$ cat config.mk
export PLATFORM = sky130hd
export DESIGN_NAME = ahb_lite_master
export DESIGN_NICKNAME = d
export VERILOG_FILES = /design/src/rtl/ahb_lite_pkg.sv /design/src/rtl/ahb_lite_master.sv
export SDC_FILE = /design/constraint.sdc
export NUM_CORES = 1
export LEC_CHECK = 0
export CAP_MARGIN = 20
export CORE_AREA = 3 3 93 95
export DETAILED_ROUTE_END_ITERATION = 8
export DIE_AREA = 0 0 96 98
export PLACE_DENSITY_LB_ADDON = 0.05
export SYNTH_ARGS = -nofsm -noshare
export SYNTH_HDL_FRONTEND = slang
export SYNTH_SLANG_ARGS = --single-unit
$ cat constraint.sdc
create_clock -name clk -period 1.93 [get_ports clk]
set_input_delay 0.2895 -clock clk [delete_from_list [all_inputs] [get_ports clk]]
set_output_delay 0.2895 -clock clk [all_outputs]
set_load 0.1 [all_outputs]
$ cat src/rtl/ahb_lite_pkg.sv
// Shared AHB-Lite encodings, error-response states and byte-lane helpers
// for the master and the FIR accelerator slave.
package ahb_lite_pkg;

  typedef enum logic [1:0] {
    IDLE   = 2'b00,
    BUSY   = 2'b01,
    NONSEQ = 2'b10,
    SEQ    = 2'b11
  } htrans_t;

  typedef enum logic [1:0] {
    NORMAL,
    ERR1,
    ERR2
  } err_state_t;

  localparam logic HSIZE_BYTE = 1'b0;
  localparam logic HSIZE_HALF = 1'b1;

  // Right-justified command data onto the byte lane selected by the address LSB.
  function automatic logic [15:0] place_wdata(input logic size, input logic lane,
                                              input logic [15:0] wdata);
    if (size == HSIZE_HALF) return wdata;
    return lane ? {wdata[7:0], 8'h00} : {8'h00, wdata[7:0]};
  endfunction

  function automatic logic [15:0] pick_rdata(input logic size, input logic lane,
                                             input logic [15:0] rdata);
    if (size == HSIZE_HALF) return rdata;
    return lane ? {8'h00, rdata[15:8]} : {8'h00, rdata[7:0]};
  endfunction

endpackage

$ cat src/rtl/ahb_lite_master.sv
// AHB-Lite initiator: valid/ready commands become single NONSEQ transfers with
// overlapped address/data phases and a registered per-transfer response strobe.
module ahb_lite_master
  import ahb_lite_pkg::*;
#(
  parameter int unsigned ADDR_W = 4,
  parameter int unsigned DATA_W = 16
) (
  input  logic              clk,
  input  logic              n_rst,
  input  logic              cmd_valid,
  output logic              cmd_ready,
  input  logic              cmd_write,
  input  logic              cmd_size,
  input  logic [ADDR_W-1:0] cmd_addr,
  input  logic [DATA_W-1:0] cmd_wdata,
  output logic              rsp_valid,
  output logic [DATA_W-1:0] rsp_rdata,
  output logic              rsp_err,
  output logic              hsel,
  output logic [ADDR_W-1:0] haddr,
  output logic [1:0]        htrans,
  output logic              hwrite,
  output logic              hsize,
  output logic [DATA_W-1:0] hwdata,
  input  logic [DATA_W-1:0] hrdata,
  input  logic              hready,
  input  logic              hresp
);

  typedef struct packed {
    logic              valid;
    logic              write;
    logic              size;
    logic [ADDR_W-1:0] addr;
    logic [DATA_W-1:0] wdata;
  } aph_t;

  typedef struct packed {
    logic              valid;
    logic              write;
    logic              size;
    logic              lane;
    logic [DATA_W-1:0] wdata;
  } dph_t;

  aph_t       aph_q, aph_d;
  dph_t       dph_q, dph_d;
  err_state_t state_q, state_d;
  logic              rsp_valid_q, rsp_valid_d;
  logic              rsp_err_q, rsp_err_d;
  logic [DATA_W-1:0] rsp_rdata_q, rsp_rdata_d;

  logic present, aph_adv, done, accept;

  always_comb begin
    state_d     = state_q;
    aph_d       = aph_q;
    dph_d       = dph_q;
    // A retained address phase is withheld while the slave finishes its ERROR.
    present     = aph_q.valid && (state_q != ERR1);
    aph_adv     = present && hready;
    done        = dph_q.valid && hready;
    cmd_ready   = (state_q == NORMAL) && (!aph_q.valid || hready) && !hresp;
    accept      = cmd_valid && cmd_ready;

    if (done) dph_d = '0;
    if (aph_adv) begin
      dph_d.valid = 1'b1;
      dph_d.write = aph_q.write;
      dph_d.size  = aph_q.size;
      dph_d.lane  = aph_q.addr[0];
      dph_d.wdata = aph_q.wdata;
      aph_d       = '0;
    end
    if (accept) begin
      aph_d.valid = 1'b1;
      aph_d.write = cmd_write;
      aph_d.size  = cmd_size;
      aph_d.addr  = cmd_addr;
      if (cmd_size == HSIZE_HALF) aph_d.addr[0] = 1'b0;
      aph_d.wdata = place_wdata(cmd_size, cmd_addr[0], cmd_wdata);
    end

    unique case (state_q)
      NORMAL:  if (dph_q.valid && hresp && !hready) state_d = ERR1;
      ERR1:    if (hready) state_d = ERR2;
      ERR2:    state_d = NORMAL;
      default: state_d = NORMAL;
    endcase

    rsp_valid_d = done;
    rsp_err_d   = done && hresp;
    rsp_rdata_d = (done && !dph_q.write) ? pick_rdata(dph_q.size, dph_q.lane, hrdata) : '0;
  end

  always_ff @(posedge clk or negedge n_rst) begin
    if (!n_rst) begin
      state_q     <= NORMAL;
      aph_q       <= '0;
      dph_q       <= '0;
      rsp_valid_q <= 1'b0;
      rsp_err_q   <= 1'b0;
      rsp_rdata_q <= '0;
    end else begin
      state_q     <= state_d;
      aph_q       <= aph_d;
      dph_q       <= dph_d;
      rsp_valid_q <= rsp_valid_d;
      rsp_err_q   <= rsp_err_d;
      rsp_rdata_q <= rsp_rdata_d;
    end
  end

  assign htrans    = present ? NONSEQ : IDLE;
  assign hsel      = htrans[1];
  assign haddr     = aph_q.addr;
  assign hwrite    = aph_q.write;
  assign hsize     = aph_q.size;
  assign hwdata    = dph_q.wdata;
  assign rsp_valid = rsp_valid_q;
  assign rsp_err   = rsp_err_q;
  assign rsp_rdata = rsp_rdata_q;

endmodule

Yosys cells after proc, flatten, opt, wreduce, memory -nomap -nowiden. Index checks and enable logic that the tools add are counted.

Eq/ne operators: 4. Muxes and demuxes: 19. Reductions and logical operators: 19.

Operator list (number): two-way mux 16 bit (6); two-way mux 23 bit (2); two-way mux 20 bit (2); logical AND 1 bit (10); two-way mux 8 bit (1); two-way mux 2 bit (3); zero test 1 bit (4); two-way mux 1 bit (4); inequality test 2 x 1 -> 1 bit, second input constant (2); case mux 2 bit (2 select lines) (1); nonzero test 2 bit (2); equality test 2 x 1 -> 1 bit, second input constant (1); zero test 2 bit (1); inequality test 2 bit, second input constant (1); AND reduction 2 bit (1); logical OR 1 bit (1).

Flip-flop bits (word level): 63. Output and inout bits: 44. Logic and storage cells: 56.

Depth between registers and ports, before layout.
Word-level depth: 8. Gate-level depth with buffers: 6. Mapped depth without buffers: 3.

Worst setup path after synthesis. OpenSTA, ideal clock, no wires.

Kind: reg-to-output. From: reg aph_q[22] (netlist bit). To: out cmd_ready. Data arrival time: 3406 ps. Path slack: -1766 ps. Cell stages (with the launch flop): 4. Buffers on the path: 1. Path through: dfrtp_1 buf_6 nor2b_4 nor4_1.

Longest elaborated chain between the ends: 4.

Ends and longest elaborated chain: start, declared (RTL line ahb_lite_master.sv:47) `aph_t aph_q, aph_d;`; start signal, assigned (RTL line ahb_lite_master.sv:107) `aph_q <= aph_d;`; zero test 1 bit (RTL line ahb_lite_master.sv:64) `cmd_ready = (state_q == NORMAL) && (!aph_q.valid || hready) && !hresp;`; logical OR 1 bit (RTL line ahb_lite_master.sv:64); logical AND 1 bit (2 in series) (RTL line ahb_lite_master.sv:64); end, declared (RTL line ahb_lite_master.sv:12) `output logic cmd_ready,`.

No other way between the ends.

Final worst setup path.
From: reg aph_q[22] (netlist bit). To: out hsel.

Longest elaborated chain between the ends: 2.

Ends and longest elaborated chain: logical AND 1 bit (RTL line ahb_lite_master.sv:61) `present = aph_q.valid && (state_q != ERR1);`; two-way mux 2 bit (RTL line ahb_lite_master.sv:115) `assign htrans = present ? NONSEQ : IDLE;`; end, declared (RTL line ahb_lite_master.sv:20) `output logic hsel,`.

No other way between the ends.

==> results.yml <==
outcome:
  status: "finished, final reports clean"
global_route:
  grt_use_total: 0.160
  grt-ovfl-total: 0
  grt_max_degree: 42
  antenna_found_initial: 0
  grt_pass1_vias: 2223
  grt_pass1_wl_um: 11600
synth:
  synth_nets: 343
  ys_seq_area_frac: 0.506
  yosysMostFrequentCell: "dfrtp_1"
  synth-simple-area-share: 0.111
  netlist_top_cells_count: "dfrtp_1, mux2i_1, inv_1"
  ys_async_sr_fraction: 1.00
  synth_cell_types: 28
  synth_adder_area_share: 0
  syn_inst: 300
  syn_area_um2: 3110
  ys.flop_type: "dfrtp_1"
  synth_area_leader_cell: "dfrtp_1"
  syn_avg_cell_area_um2: 10.4
  synth-seq-cells: 63
  ys_warn_count: 0
  synth_compound_area_frac: 0.159
  synthTopCellsByArea: "dfrtp_1, mux2i_1, a211o_1, buf_4, o211ai_1"
  synth_top_family_by_area: "compound AO/OA/AOI/OAI gates"
  synth-edff-count: 0
  yosys.area_share.xor_xnor: 0
  synthMuxAreaShare: 0.0964
  synth_top_area_share: 0.506
setup_path:
  slowest_delay_ps: 380
  critPathKind: "reg2out"
  worstSetupEndpointType: "output pin"
  r2r_slack_ps: 440
  cp_top_family: "buffers and inverters"
  path_cells: "buf_4 > and2_4 > buf_12"
  start_kind: "flop"
  slowest_stage: "buf_4"
  cp_num_buf_inv: 2
  ff2ff_path_depth: 3
  worstPathMaxFanout: 41
  worstReg2RegStart: "state_q[0]"
  reg2reg_to: "aph_q[13]"
  required_ps: 1640
  crit_arrival_ps: 1500
sta:
  fin_setup_tns_ps: 0
  hold_slack_ps: 480
  fin_crit_ps: 1790
  tightest_slew_ps: 575
  layout_worst_path_cycle_share: 0.926
  fmax_mhz: 560
  slew_headroom: 0.616
  hold_violations: 0
  finalWorstSetupSlack_ps: 143
  fin_worst_skew_ps: 13.7
  finalSetupViolCount: 0
  drv_slew: 0
  rsz0062_at_grt: "false"
route:
  first_pass_iters: 4
  wl_um: 7230
  drt_iter0_drc: 105
  num_vias: 2356
  drtAntennaViolNets: 0
  wl_per_cell_um: 15.5
  drcViolationCount: 0
  vias_per_cell: 5.03
placement:
  hpwlAfterDp_um: 5030
  preCtsSetupSlack_ps: 94.1
  gp_congestion: 0.768
  place_area_um2: 3880
  placed_cells: 452
  port-buffer-count: 85
die:
  coreArea_um2: 7810
  die_area_um2: 9410
  rows: 32
  dieHeight_um: 98
  io_pins: 87
  die_w_um: 96
  start_util: 0.399
clocking:
  clk_root_buffer_cell: "clkbuf_8"
  cts_made_buffers: 9
  htree_levels: 3
  clkLatencyLatePin_ps: 340
  cts_resized: 0
  cts_buffer_depth: 2
  tritoncts: "yes"
  holdBufCountCts: 1
  clkSinkCount: 63
  post_cts_buffers: 0
  clk_pin_slew_ps: 70
finish:
  drive_gt1_frac: 0.208
  post-route-util: 0.521
  area_growth_pct: 30.7
  instances_no_fill: 468
  fin_area_um2: 4070
  fin_nets: 405
  diodes: 0
run:
  maxCapViolCount: 0
power:
  design_power_total_mw: 6.38
  ir_drop_v: 0.000550
  power.density_nw_per_um2: 1570
  leakagePower_nw: 2.00
hold_path:
  hold_path.class: "in2async"
## state kept, by name (all words and copies together), names as in the netlist
register   flops
rsp_err        1
dph_q          4
aph_q         17
haddr          4
rsp_rdata     16
state_q        2
rsp_valid      1
hwrite         1
hwdata        16
hsize          1
## worst max-delay path by stage
stage | from | end | slack, ps | cells after the start
6_report | aph_q[22] | hsel | 140 | 3
5_1_grt | aph_q[22] | htrans[1] | 60 | 3
4_1_cts | aph_q[22] | hsel | 120 | 3
3_5_place_dp | hready | haddr[2] | 90 | 5
3_3_place_gp | hready | haddr[0] | 110 | 5
2_1_floorplan | state_q[1] | htrans[1] | 60 | 5
## kinds of logic (layout without fill, tap and decap cells)
kind of cell / after synthesis / after routing
buf+inv: 74 / 140
flops: 63 / 63
mux: 30 / 30
simple gates: 61 / 61
other cells: 1 / 1
compound gates: 71 / 71
## cell type report
type	count	area [um2]
multi-input cells	163	1160
well taps	102	128
clock buffers	11	131
flip-flops and latches	63	1580
fillers	738	3740
clock inverters	4	47.5
repair buffers	100	928
inverters	25	95.1
## power by group
part	switching, mW	total (mW)	internal, mW
sequential	0.212	1.89	1.68
combinational	2.50	3.42	0.916
clock	0.488	1.07	0.586
total	3.20	6.38	3.18
## worst reg2reg max path: cells and delay by family, from the launching register on
| kind | cells | cell delay [ps] |
|---|---|---|
| muxes | 1 | 140 |
| DFF | 1 | 460 |
| buffers and inverters | 1 | 190 |
| and+or+nand+nor | 1 | 580 |
## metal layers
metal / vias to the layer above / track usage / wire length (um)
li1: 1161 / - / -
met4: 0 / 0.0656 / 117
met1: 1113 / 0.251 / 3610
met5: - / 0 / 0
met2: 73 / 0.210 / 3050
met3: 9 / 0.0339 / 460
## layout by cell type (no fill, tap or decap), types with 4 or more instances in the layout
cell,count
a22oi_1,8
nand2b_1,4
o21ai_1,10
clkdlybuf4s50_1,41
and2_1,10
a211o_1,19
o211ai_1,19
buf_4,51
clkbuf_8,9
inv_1,24
nor2_1,8
o21ai_0,13
buf_12,6
nand2_1,11
mux2i_1,30
nand4_1,19
dfrtp_1,63
Note: power is estimated with default switching activity, not from simulation.
